$ cat config.mk
export PLATFORM = sky130hd
export DESIGN_NAME = mem_bus_arbiter
export DESIGN_NICKNAME = d
export VERILOG_FILES = /design/src/rtl/cpu_bus_pkg.sv /design/src/rtl/rr_priority_pick.sv /design/src/rtl/mem_bus_arbiter.sv
export SDC_FILE = /design/constraint.sdc
export NUM_CORES = 1
export LEC_CHECK = 0
export BUFFER_PORTS_ARGS = -buffer_cell sky130_fd_sc_hd__buf_4
export CORE_MARGIN = 5
export CORE_UTILIZATION = 48
export DETAILED_ROUTE_END_ITERATION = 6
export GPL_ROUTABILITY_DRIVEN = 0
export MAX_ROUTING_LAYER = met4
export PLACE_DENSITY = 0.89
export SYNTH_ARGS = -nofsm -noshare
export SYNTH_HDL_FRONTEND = slang
export SYNTH_SLANG_ARGS = --single-unit
$ cat constraint.sdc
create_clock -name CLK -period 3.65 [get_ports CLK]
set_input_delay 0.73 -clock CLK [delete_from_list [all_inputs] [get_ports CLK]]
set_output_delay 0.73 -clock CLK [all_outputs]
set_load 0.05 [all_outputs]
$ cat src/rtl/cpu_bus_pkg.sv
// Shared definitions for the memory bus arbiter: FSM states, parameter limits
// and a constant-foldable clog2.
package cpu_bus_pkg;

  typedef enum logic [1:0] {
    ST_IDLE   = 2'd0,
    ST_ACCESS = 2'd1,
    ST_RESP   = 2'd2
  } state_t;

  localparam int unsigned NREQ_MIN    = 2;
  localparam int unsigned NREQ_MAX    = 8;
  localparam int unsigned MEM_LAT_MIN = 1;
  localparam int unsigned MEM_LAT_MAX = 4;

  function automatic int unsigned clog2(input int unsigned v);
    int unsigned r;
    r = 0;
    while ((32'd1 << r) < v) r++;
    return r;
  endfunction

endpackage

$ cat src/rtl/rr_priority_pick.sv
// Round-robin pick: rotate requests so the slot after ptr sits at bit 0,
// take the lowest set bit, rotate the one-hot result back.
module rr_priority_pick
  import cpu_bus_pkg::*;
#(
  parameter int unsigned NREQ = 2,
  parameter int unsigned PW   = clog2(NREQ)
) (
  input  logic [NREQ-1:0] req,
  input  logic [PW-1:0]   ptr,
  output logic [NREQ-1:0] gnt
);

  logic [PW-1:0]     start;
  logic [2*NREQ-1:0] dbl_req;
  logic [2*NREQ-1:0] dbl_pick;
  logic [NREQ-1:0]   rot;
  logic [NREQ-1:0]   pick;

  always_comb begin
    start    = (ptr == PW'(NREQ - 1)) ? '0 : ptr + 1'b1;
    dbl_req  = {req, req} >> start;
    rot      = dbl_req[NREQ-1:0];
    pick     = rot & (~rot + 1'b1);
    dbl_pick = {pick, pick} << start;
    gnt      = dbl_pick[2*NREQ-1:NREQ];
  end

endmodule

$ cat src/rtl/mem_bus_arbiter.sv
// Serialises NREQ masters onto one single-port memory, one access at a time.
// Define MEM_ARB_FIXED_PRIO_EN for fixed lowest-index priority instead of round-robin.
module mem_bus_arbiter
  import cpu_bus_pkg::*;
#(
  parameter int unsigned NREQ    = 2,
  parameter int unsigned AW      = 16,
  parameter int unsigned DW      = 16,
  parameter int unsigned MEM_LAT = 1
) (
  input  logic              CLK,
  input  logic              RST,
  input  logic [NREQ-1:0]   req_i,
  input  logic [NREQ-1:0]   we_i,
  input  logic [NREQ*AW-1:0] addr_i,
  input  logic [NREQ*DW-1:0] wdata_i,
  output logic [NREQ-1:0]   ack_o,
  output logic [NREQ-1:0]   gnt_o,
  output logic [DW-1:0]     rdata_o,
  output logic              busy_o,
  output logic              mem_en_o,
  output logic              mem_we_o,
  output logic [AW-1:0]     mem_addr_o,
  output logic [DW-1:0]     mem_wdata_o,
  input  logic [DW-1:0]     mem_rdata_i
);

  localparam int unsigned PW = clog2(NREQ);
  localparam int unsigned CW = clog2(MEM_LAT + 1);

  if (NREQ < NREQ_MIN || NREQ > NREQ_MAX) begin : g_bad_nreq
    $error("mem_bus_arbiter: NREQ=%0d outside %0d..%0d", NREQ, NREQ_MIN, NREQ_MAX);
  end
  if (MEM_LAT < MEM_LAT_MIN || MEM_LAT > MEM_LAT_MAX) begin : g_bad_lat
    $error("mem_bus_arbiter: MEM_LAT=%0d outside %0d..%0d", MEM_LAT, MEM_LAT_MIN, MEM_LAT_MAX);
  end

  state_t          state, state_nxt;
  logic [CW-1:0]   lat_cnt, lat_cnt_nxt;
  logic [NREQ-1:0] win;
  logic [PW-1:0]   win_idx;
  logic [NREQ-1:0] ack_nxt, gnt_nxt;
  logic [DW-1:0]   rdata_nxt, mem_wdata_nxt;
  logic [AW-1:0]   mem_addr_nxt;
  logic            busy_nxt, mem_en_nxt, mem_we_nxt;

`ifdef MEM_ARB_FIXED_PRIO_EN
  assign win = req_i & (~req_i + 1'b1);
`else
  logic [PW-1:0] rr_ptr;

  rr_priority_pick #(.NREQ(NREQ), .PW(PW)) u_pick (
    .req (req_i),
    .ptr (rr_ptr),
    .gnt (win)
  );

  // Reset value NREQ-1 makes requester 0 the first to be searched.
  always_ff @(posedge CLK or posedge RST) begin
    if (RST)                            rr_ptr <= PW'(NREQ - 1);
    else if (state == ST_IDLE && |req_i) rr_ptr <= win_idx;
  end
`endif

  always_comb begin
    win_idx = '0;
    for (int unsigned i = 0; i < NREQ; i++)
      if (win[i]) win_idx = PW'(i);
  end

  always_comb begin
    state_nxt     = state;
    lat_cnt_nxt   = lat_cnt;
    ack_nxt       = '0;
    gnt_nxt       = gnt_o;
    rdata_nxt     = rdata_o;
    mem_en_nxt    = 1'b0;
    mem_we_nxt    = mem_we_o;
    mem_addr_nxt  = mem_addr_o;
    mem_wdata_nxt = mem_wdata_o;
    case (state)
      ST_IDLE: begin
        if (|req_i) begin
          state_nxt     = ST_ACCESS;
          lat_cnt_nxt   = CW'(MEM_LAT);
          gnt_nxt       = win;
          mem_en_nxt    = 1'b1;
          mem_we_nxt    = we_i[win_idx];
          mem_addr_nxt  = addr_i[32'(win_idx) * AW +: AW];
          mem_wdata_nxt = wdata_i[32'(win_idx) * DW +: DW];
        end
      end
      ST_ACCESS: begin
        // Last ACCESS cycle: memory data is sampled into rdata_o on this edge.
        if (lat_cnt == CW'(1)) begin
          state_nxt = ST_RESP;
          ack_nxt   = gnt_o;
          if (!mem_we_o) rdata_nxt = mem_rdata_i;
        end else begin
          lat_cnt_nxt = lat_cnt - 1'b1;
        end
      end
      ST_RESP: begin
        state_nxt = ST_IDLE;
        gnt_nxt   = '0;
      end
      default: begin
        state_nxt = ST_IDLE;
        gnt_nxt   = '0;
      end
    endcase
    busy_nxt = (state_nxt != ST_IDLE);
  end

  always_ff @(posedge CLK or posedge RST) begin
    if (RST) begin
      state       <= ST_IDLE;
      lat_cnt     <= '0;
      ack_o       <= '0;
      gnt_o       <= '0;
      rdata_o     <= '0;
      busy_o      <= 1'b0;
      mem_en_o    <= 1'b0;
      mem_we_o    <= 1'b0;
      mem_addr_o  <= '0;
      mem_wdata_o <= '0;
    end else begin
      state       <= state_nxt;
      lat_cnt     <= lat_cnt_nxt;
      ack_o       <= ack_nxt;
      gnt_o       <= gnt_nxt;
      rdata_o     <= rdata_nxt;
      busy_o      <= busy_nxt;
      mem_en_o    <= mem_en_nxt;
      mem_we_o    <= mem_we_nxt;
      mem_addr_o  <= mem_addr_nxt;
      mem_wdata_o <= mem_wdata_nxt;
    end
  end

endmodule
[Yosys cells after proc, flatten, opt, wreduce, memory -nomap -nowiden]
Index checks and enable logic that the tools add are counted.
Cells by class
  bitwise gates (word level): 4
  eq/ne operators: 2
  div/mod/pow operators: 0
  reduce and logical (&&, ||, !) cells: 9
  $mul: 0
  magnitude comparators: 1
  multiplexer cells: 16
  shift operators: 4
  $add $sub $neg: 3
Operator list (count)
  $shiftx 32x6->16: 2
  $mux 2: 5
  $mux 1: 8
  $pmux 2 s2: 2
  $reduce_and 2->1: 3
  $reduce_bool 2->1: 2
  $shl 4x1->4: 1
  $shr 4x1->2: 1
  $reduce_and 3->1: 1
  $add 2x1->2 const B: 1
  $and 2x2->2: 1
  $eq 2x1->1 const B: 1
  $logic_not 2->1: 1
  $lt 1x2->1 const B: 1
  $ne 2x1->1 const B: 1
  $not 1->1: 2
  $not 2->2: 1
  $pmux 1 s2: 1
  $reduce_or 2->1: 1
  $add 1x1->1 const B: 1
  $logic_and 1x1->1: 1
  $sub 1x1->1 const B: 1
Word-level totals
  memory bits (writable): 0
  input bits: 86
  output and inout bits: 55
  memory bits (read-only): 0
  word-level logic and storage cells: 50
  memories: 0
  register bits: 59
  bits in latches: 0

[Longest topological paths before layout]
Gate-level depths: netlist of run 1.
  depth after elaboration: 10
  gate-level depth with buffers: 4
  depth with buffers taken out: 3

[Hierarchy]
Synthesis of run 1 repeated with hierarchy kept, for this count alone.
Unflattened totals
  cells, all modules: 211
  area, all modules: 2566.2 sq um
By module, submodules not included
  mem_bus_arbiter: cells each 208, area each 2547.4 sq um, sequential area each 1477.7 sq um, times used 1
  rr_priority_pick: cells each 3, area each 18.8 sq um, sequential area each 0.0 sq um, times used 1

[Worst setup path after synthesis of run 1]
Ideal clock, no wire load.
  path type: in2reg
  start: in req_i[1]
  end: reg mem_addr_o[0]
  setup time: 0.125 ns
  arrival time: 1.783 ns
  cell stages on the path: 4
  required time: 3.525 ns
  path buffers: 1
  setup slack: 1.742 ns
  cell sequence: a21boi_4 -> clkbuf_8 -> mux2_2 -> mux2_2
Between the ends
  cells in the longest elaborated chain, start to end: 7
  elaborated cells between the ends (all ways): 9
  those cells by class: add/sub: 1; shift: 3; mux: 1; bitwise: 2; reduce/logical: 2
RTL lines
  start: declaration: RTL line mem_bus_arbiter.sv:13  | input logic [NREQ-1:0] req_i,
  $shr 4x1->2: RTL line rr_priority_pick.sv:22  | dbl_req = {req, req} >> start;
  $not 2->2: RTL line rr_priority_pick.sv:24  | pick = rot & (~rot + 1'b1);
  $add 2x1->2: RTL line rr_priority_pick.sv:24
  $and 2x2->2: RTL line rr_priority_pick.sv:24
  $shl 4x1->4: RTL line rr_priority_pick.sv:25  | dbl_pick = {pick, pick} << start;
  $mux 1: RTL line mem_bus_arbiter.sv:68  | if (win[i]) win_idx = PW'(i);
  $shiftx 32x6->16: RTL line mem_bus_arbiter.sv:89  | mem_addr_nxt = addr_i[32'(win_idx) * AW +: AW];
  end signal: assignment: RTL line mem_bus_arbiter.sv:136  | mem_addr_o <= mem_addr_nxt;
  end: declaration: RTL line mem_bus_arbiter.sv:23  | output logic [AW-1:0] mem_addr_o,
Parallel ways exist; a longest one is shown, timed or not.
A chain may end at the register's enable or synchronous reset.

[Worst setup path after layout of run 1]
  start: in req_i[0]
  end: reg mem_addr_o[3]
Same word-level chain as after synthesis.

==> flow_summary.yaml, run 1 <==
run_status:
  outcome: "completed"
hold_path:
  hold_start: "rdata_o[10]$_DFFE_PP0P_"
  whs_endpoint: "rdata_o[10]$_DFFE_PP0P_"
  hold_path_depth: 1
  min_path_type: "flip-flop to flip-flop"
critical_path:
  path_cells: "buf_4 > a21boi_4 > buf_4 > mux2_2 > mux2_2"
  cp-start-kind: "input pin"
  worst_setup_path_end_kind: "flip-flop"
  critPathMaxStageDelay_ps: 610
  reg2reg_to: "mem_addr_o[3]$_DFFE_PP0P_"
  worstSetupPathType: "input pin to flip-flop"
  crit_slowest_cell: "a21boi_4"
  rrSetupSlack_ps: 1570
  cp.arrival_ps: 2440
  r2r_cells: 4
  critPathMaxFanout: 23
  timing.rr.start: "rr_ptr$_DFFE_PP1P_"
  cp.required_ps: 3860
cts:
  cts_resized: 0
  cts_sinks: 59
  root_buffer: "clkbuf_8"
  cts-buffers-inserted: 9
  ctsLongestPathBuffers: 2
  insertion_delay_ps: 340
  h-tree-depth: 3
  cts_setup_buffers: 0
  clkTransAtPathRegs_ps: 70
  cts_tree: "yes"
  ctsHoldBuffers: 0
synth:
  ys_top_cells_by_area: "dfrtp_1 (54%), mux2_2 (33%), mux2_4 (2.3%), buf_6 (1.7%), clkbuf_8 (1.6%)"
  synthDistinctLibCells: 19
  netlist_instances: 171
  yosysTopAreaCell: "dfrtp_1"
  syn_avg_cell_area_um2: 15.6
  ys_seq_elements: 59
  yosysSeqAreaShare_pct: 55.5
  synth_top_area_share_pct: 54.5
  yosysWarnings: 0
  synth_fp_nets: 257
  netlist_area_mm2: 0.00266
finish:
  areaGrowthSynthToFinish_pct: 48.8
  multi_input_area_mm2: 0.00109
  fin_util_pct: 72.9
  finish.net_count: 403
  layout-drive-gt1-share_pct: 77.3
  fillers: 388
  seq_area_mm2: 0.00148
  antennaDiodeCount: 0
global_route:
  grt_pass1_vias: 2112
  antenna_found_initial: 0
  track_usage_pct: 18.7
  grt_pass1_wl_mm: 10.2
  grt_max_degree: 43
  grt_remaining_overflow: 0
die:
  start_util_pct: 49.0
  rows: 27
  core_area_mm2: 0.00544
  die_y_um: 84.5
  ios: 141
  die_w_um: 84.5
  die_area_mm2: 0.00714
drt:
  num_vias: 1946
  drt-initial-drc-count: 59
  dr.pass1.iters: 4
  routed_wl_mm: 6.25
  wl_per_cell_um: 15.9
  drtAntennaViolNets: 0
  viasPerCell: 4.94
  drc: 0
timing:
  clock_skew_ps: 11.6
  grt_setup_unrepaired: "false"
  tightest_slew_ps: 853
  tns_ps: 0
  finalHoldViolCount: 0
  setup_violations: 0
  fmax_mhz: 449
  fin_crit_sh_pct: 61.0
  maxSlewHeadroom_pct: 43.0
  period_needed_ps: 2230
  drv_slew: 0
power_and_ir_drop:
  vdd_drop_max_mv: 0.809
  power_uw: 4240
  leakagePower_uw: 0.00188
  powerDensity_mw_per_mm2: 1070
place:
  dp_hpwl_mm: 4.89
  io_buffers: 140
flow_run:
  cap_violations: 0
[synthesized netlist by cell type, drive strengths merged]
| master | number |
|---|---|
| nor2 | 3 |
| or2 | 1 |
| nor3 | 3 |
| nand2 | 1 |
| nor2b | 1 |
| a21oi | 2 |
| a21boi | 1 |
| dfrtp | 58 |
| buf | 4 |
| o21ai | 2 |
| and2 | 3 |
| nand2b | 2 |
| clkbuf | 4 |
| mux2 | 83 |
| dfstp | 1 |
| inv | 2 |
[worst max-delay path, delay by kind of cell]
| kind | cells | cell delay [ps] |
|---|---|---|
| buffers and inverters | 2 | 470 |
| AO/OA/AOI/OAI | 1 | 610 |
| multiplexers | 2 | 610 |
[kinds of logic after synthesis]
family	synth area share (%)
mux	35.7
compound gates	1.46
flops	55.5
simple gates	3.71
buf+inv	3.71
[cell type report]
type                    count  area share (%)
flip-flops and latches     59            37.3
multi-input cells         102            27.4
repair buffers            143            27.1
clock buffers               9            3.13
clock inverters             7            2.59
well taps                  72            2.27
inverters                   2           0.189
[where the power goes]
group | internal [uW] | total (uW) | switching, uW
Clock | 388 | 663 | 274
Sequential | 987 | 1180 | 197
Combinational | 882 | 2400 | 1510
Total | 2260 | 4240 | 1990
[cells in the final DEF (no fill, tap or decap)]
master	netlist	final
nand2_2	1	1
nand2b_1	2	2
bufinv_16	0	2
nor3_4	2	2
mux2_2	79	79
nor3_1	1	1
a21oi_1	2	2
mux2_4	4	4
dfrtp_1	58	58
buf_4	0	143
nor2b_1	1	1
a21boi_4	1	1
inv_1	2	1
clkbuf_8	3	9
clkinvlp_4	0	1
dfstp_2	1	1
inv_2	0	1
nor2_1	3	3
and2_1	3	3
o21ai_0	2	2
or2_2	1	1
clkinv_4	0	4
[flip-flops by register name, summed over array words and instances (netlist names)]
| register | flops |
|---|---|
| state | 2 |
| gnt_o | 2 |
| lat_cnt | 1 |
| mem_en_o | 1 |
| busy_o | 1 |
| mem_wdata_o | 16 |
| mem_addr_o | 16 |
| rr_ptr | 1 |
| ack_o | 2 |
| rdata_o | 16 |
| mem_we_o | 1 |
[stage by stage]
stage,cell area [um^2],hold slack [ps],instances,setup slack (ps)
after floorplan,2660,461,171,1470
after global placement,3740,481,378,1110
after detailed placement,3740,483,378,1040
after CTS,3960,510,394,1400
after global routing,3960,527,394,1340
final,3960,509,394,1420
[layer usage]
layer / part of all wire (%) / track usage [%]
met3: 7.5 / 5.40
met2: 52 / 30.7
met1: 39 / 21.0
met4: 1.7 / 8.49
met5: 0 / -
[how the worst max path moves through the flow]
stage	from	end	depth (start not counted)	slack, ps
CTS	req_i[0]	mem_wdata_o[10]$_DFFE_PP0P_	5	1400
floorplan	RST	ack_o[0]$_DFF_PP0_	1	1470
detailed placement	req_i[0]	mem_wdata_o[10]$_DFFE_PP0P_	5	1040
global placement	req_i[0]	mem_addr_o[0]$_DFFE_PP0P_	5	1110
finish	req_i[0]	mem_addr_o[3]$_DFFE_PP0P_	5	1420
global route	req_i[0]	mem_addr_o[3]$_DFFE_PP0P_	5	1340
Power figures use the tool's default switching activity.
==> inputs of run 2 (changes only) <==
Settings changed: CORE_UTILIZATION 48 to 45, PLACE_DENSITY 0.89 to 0.84.
Clock period 3.65 ns to 2.2 ns, I/O delays scaled along.
==> run 2 against run 1 <==
Net effect:
- global-route usage fell by 1.8 points
- setup slack got worse by 800 ps
- via count fell by 1.1%
- power rose by 65%
- critical endpoint is now mem_addr_o[5]$_DFFE_PP0P_
- critical path type is now flip-flop to flip-flop
- critical path depth fell by 2
- sequential power rose by 66%
- first-iteration DRC count fell by 66%
- core utilization fell by 4.7 points
- clock-buffer cell count rose by 4
- sequential cell count did not move
==> flow_summary.yaml, run 2 (same netlist as run 1, synthesis figures left out) <==
finish:
  antennaDiodeCount: 0
  finish.net_count: 406
  layout-drive-gt1-share_pct: 77.2
  final_common_cell: "buf_4"
  multi_input_area_mm2: 0.00109
  final_cell_mix: "buf_4 (145), mux2_2 (79), dfrtp_1 (58)"
  reg.largest.list: "mem_addr_o: 16 flops, mem_wdata_o: 16 flops, rdata_o: 16 flops"
  fin_cells: 400
  seq_area_mm2: 0.00148
  areaGrowthSynthToFinish_pct: 49.7
  fillers: 440
place:
  io_buffers: 140
  dp_hpwl_mm: 4.78
  place_inst: 384
critical_path:
  worst_setup_path_end_kind: "flip-flop"
  cp-startpoint: "state[1]$_DFF_PP0_"
  path_delay_family: "flip-flops"
  crit_buf_inv: 1
  path_cells: "nor3_4 > buf_4 > mux2_2"
  crit_slowest_cell: "dfrtp_1"
  cp.required_ps: 2400
  worstSetupPathType: "flip-flop to flip-flop"
  cp.arrival_ps: 1780
  cp-start-kind: "flip-flop"
  timing.rr.start: "state[1]$_DFF_PP0_"
  critPathMaxFanout: 24
  critPathMaxStageDelay_ps: 490
cts:
  cts_sinks: 59
  h-tree-depth: 3
  cts-buffers-inserted: 9
  cts_setup_buffers: 0
  insertion_delay_ps: 330
  ctsHoldBuffers: 0
  cts_tree: "yes"
  ctsLongestPathBuffers: 2
  cts_resized: 0
  root_buffer: "clkbuf_8"
  clkTransAtPathRegs_ps: 70
die:
  die_w_um: 86.9
  start_util_pct: 45.5
  die_y_um: 86.9
  ios: 141
  core_area_mm2: 0.00585
  rows: 28
  die_area_mm2: 0.00756
timing:
  clock_skew_ps: 7.85
  drv_slew: 0
  tns_ps: 0
  fmax_mhz: 634
  fin_crit_sh_pct: 71.7
  maxSlewHeadroom_pct: 70.5
  finalHoldViolCount: 0
  tightest_slew_ps: 442
  period_needed_ps: 1580
  grt_setup_unrepaired: "false"
  setup_violations: 0
global_route:
  grt_remaining_overflow: 0
  track_usage_pct: 16.9
  grt_pass1_vias: 2023
  grt_pass1_wl_mm: 9.52
  antenna_found_initial: 0
  grt_max_degree: 41
hold_path:
  min_path_type: "input pin to asynchronous set/reset pin"
flow_run:
  cap_violations: 0
power_and_ir_drop:
  leakagePower_uw: 0.00189
  vdd_drop_max_mv: 1.01
  powerDensity_mw_per_mm2: 1750
drt:
  num_vias: 1924
  drt-initial-drc-count: 20
  wl_per_cell_um: 15.4
  drc: 0
  viasPerCell: 4.81
  dr.pass1.iters: 4
  drtAntennaViolNets: 0
  routed_wl_mm: 6.14
run_status:
  outcome: "completed"
run 2: cell count changes in the layout (fill, tap and decap cells not counted):
cell / before / now
clkinv_4: 4 / 0
buf_12: 0 / 1
clkbuf_8: 9 / 12
bufinv_16: 2 / 1
clkinvlp_4: 1 / 2
clkbuf_1: 0 / 1
buf_4: 143 / 145
run 2: worst reg2reg max path: cells and delay by family (launching register included):
family	cells	cell delay (ps)
DFF	1	490
and+or+nand+nor	1	250
buffers and inverters	1	340
muxes	1	390
run 2: power by group:
part           internal (uW)  switching (uW)
Clock                    616             406
Sequential              1640             320
Combinational           1490            2520
Total                   3750            3250
run 2: worst paths after layout:
check                                             end  slack (ps)  cells after the start
min in group CLK              rdata_o[10]$_DFFE_PP0P_         350                      2
max reg2reg                 mem_addr_o[5]$_DFFE_PP0P_         620                      3
max in group asynchronous          rr_ptr$_DFFE_PP1P_        1450                      3
min                        mem_wdata_o[6]$_DFFE_PP0P_         120                      2
max                         mem_addr_o[5]$_DFFE_PP0P_         620                      3
min reg2reg                mem_addr_o[10]$_DFFE_PP0P_         510                      1
run 2: layout make-up:
cell class | instances | area share (%)
Clock buffer | 13 | 4.23
Sequential cell | 59 | 37.0
Inverter | 2 | 0.188
Clock inverter | 3 | 1.13
Multi-Input combinational cell | 102 | 27.3
Tap cell | 75 | 2.35
Timing Repair Buffer | 146 | 27.8
run 2: through the flow:
stage / cell area (um^2) / setup slack, ps / util (%) / power (uW) / hold slack (ps)
floorplan: 2660 / 305 / - / 4860 / 461
detailed placement: 3770 / 399 / 64.5 / 6040 / 481
global route: 3990 / 520 / 68.2 / 7330 / 137
CTS: 3990 / 599 / 68.2 / 7080 / 123
global placement: 3770 / 441 / 64.5 / 5950 / 480
finish: 3990 / 623 / 68.2 / 6990 / 120
run 2: metal layers:
| layer | wire, um | part of all wire, % | track usage [%] | vias to the layer above |
|---|---|---|---|---|
| li1 | - | - | - | 905 |
| met1 | 2390 | 39 | 19.6 | 917 |
| met2 | 3050 | 50 | 26.6 | 90 |
| met3 | 565 | 9.2 | 6.15 | 12 |
| met4 | 128 | 2.1 | 6.94 | 0 |
| met5 | 0 | 0 | - | - |
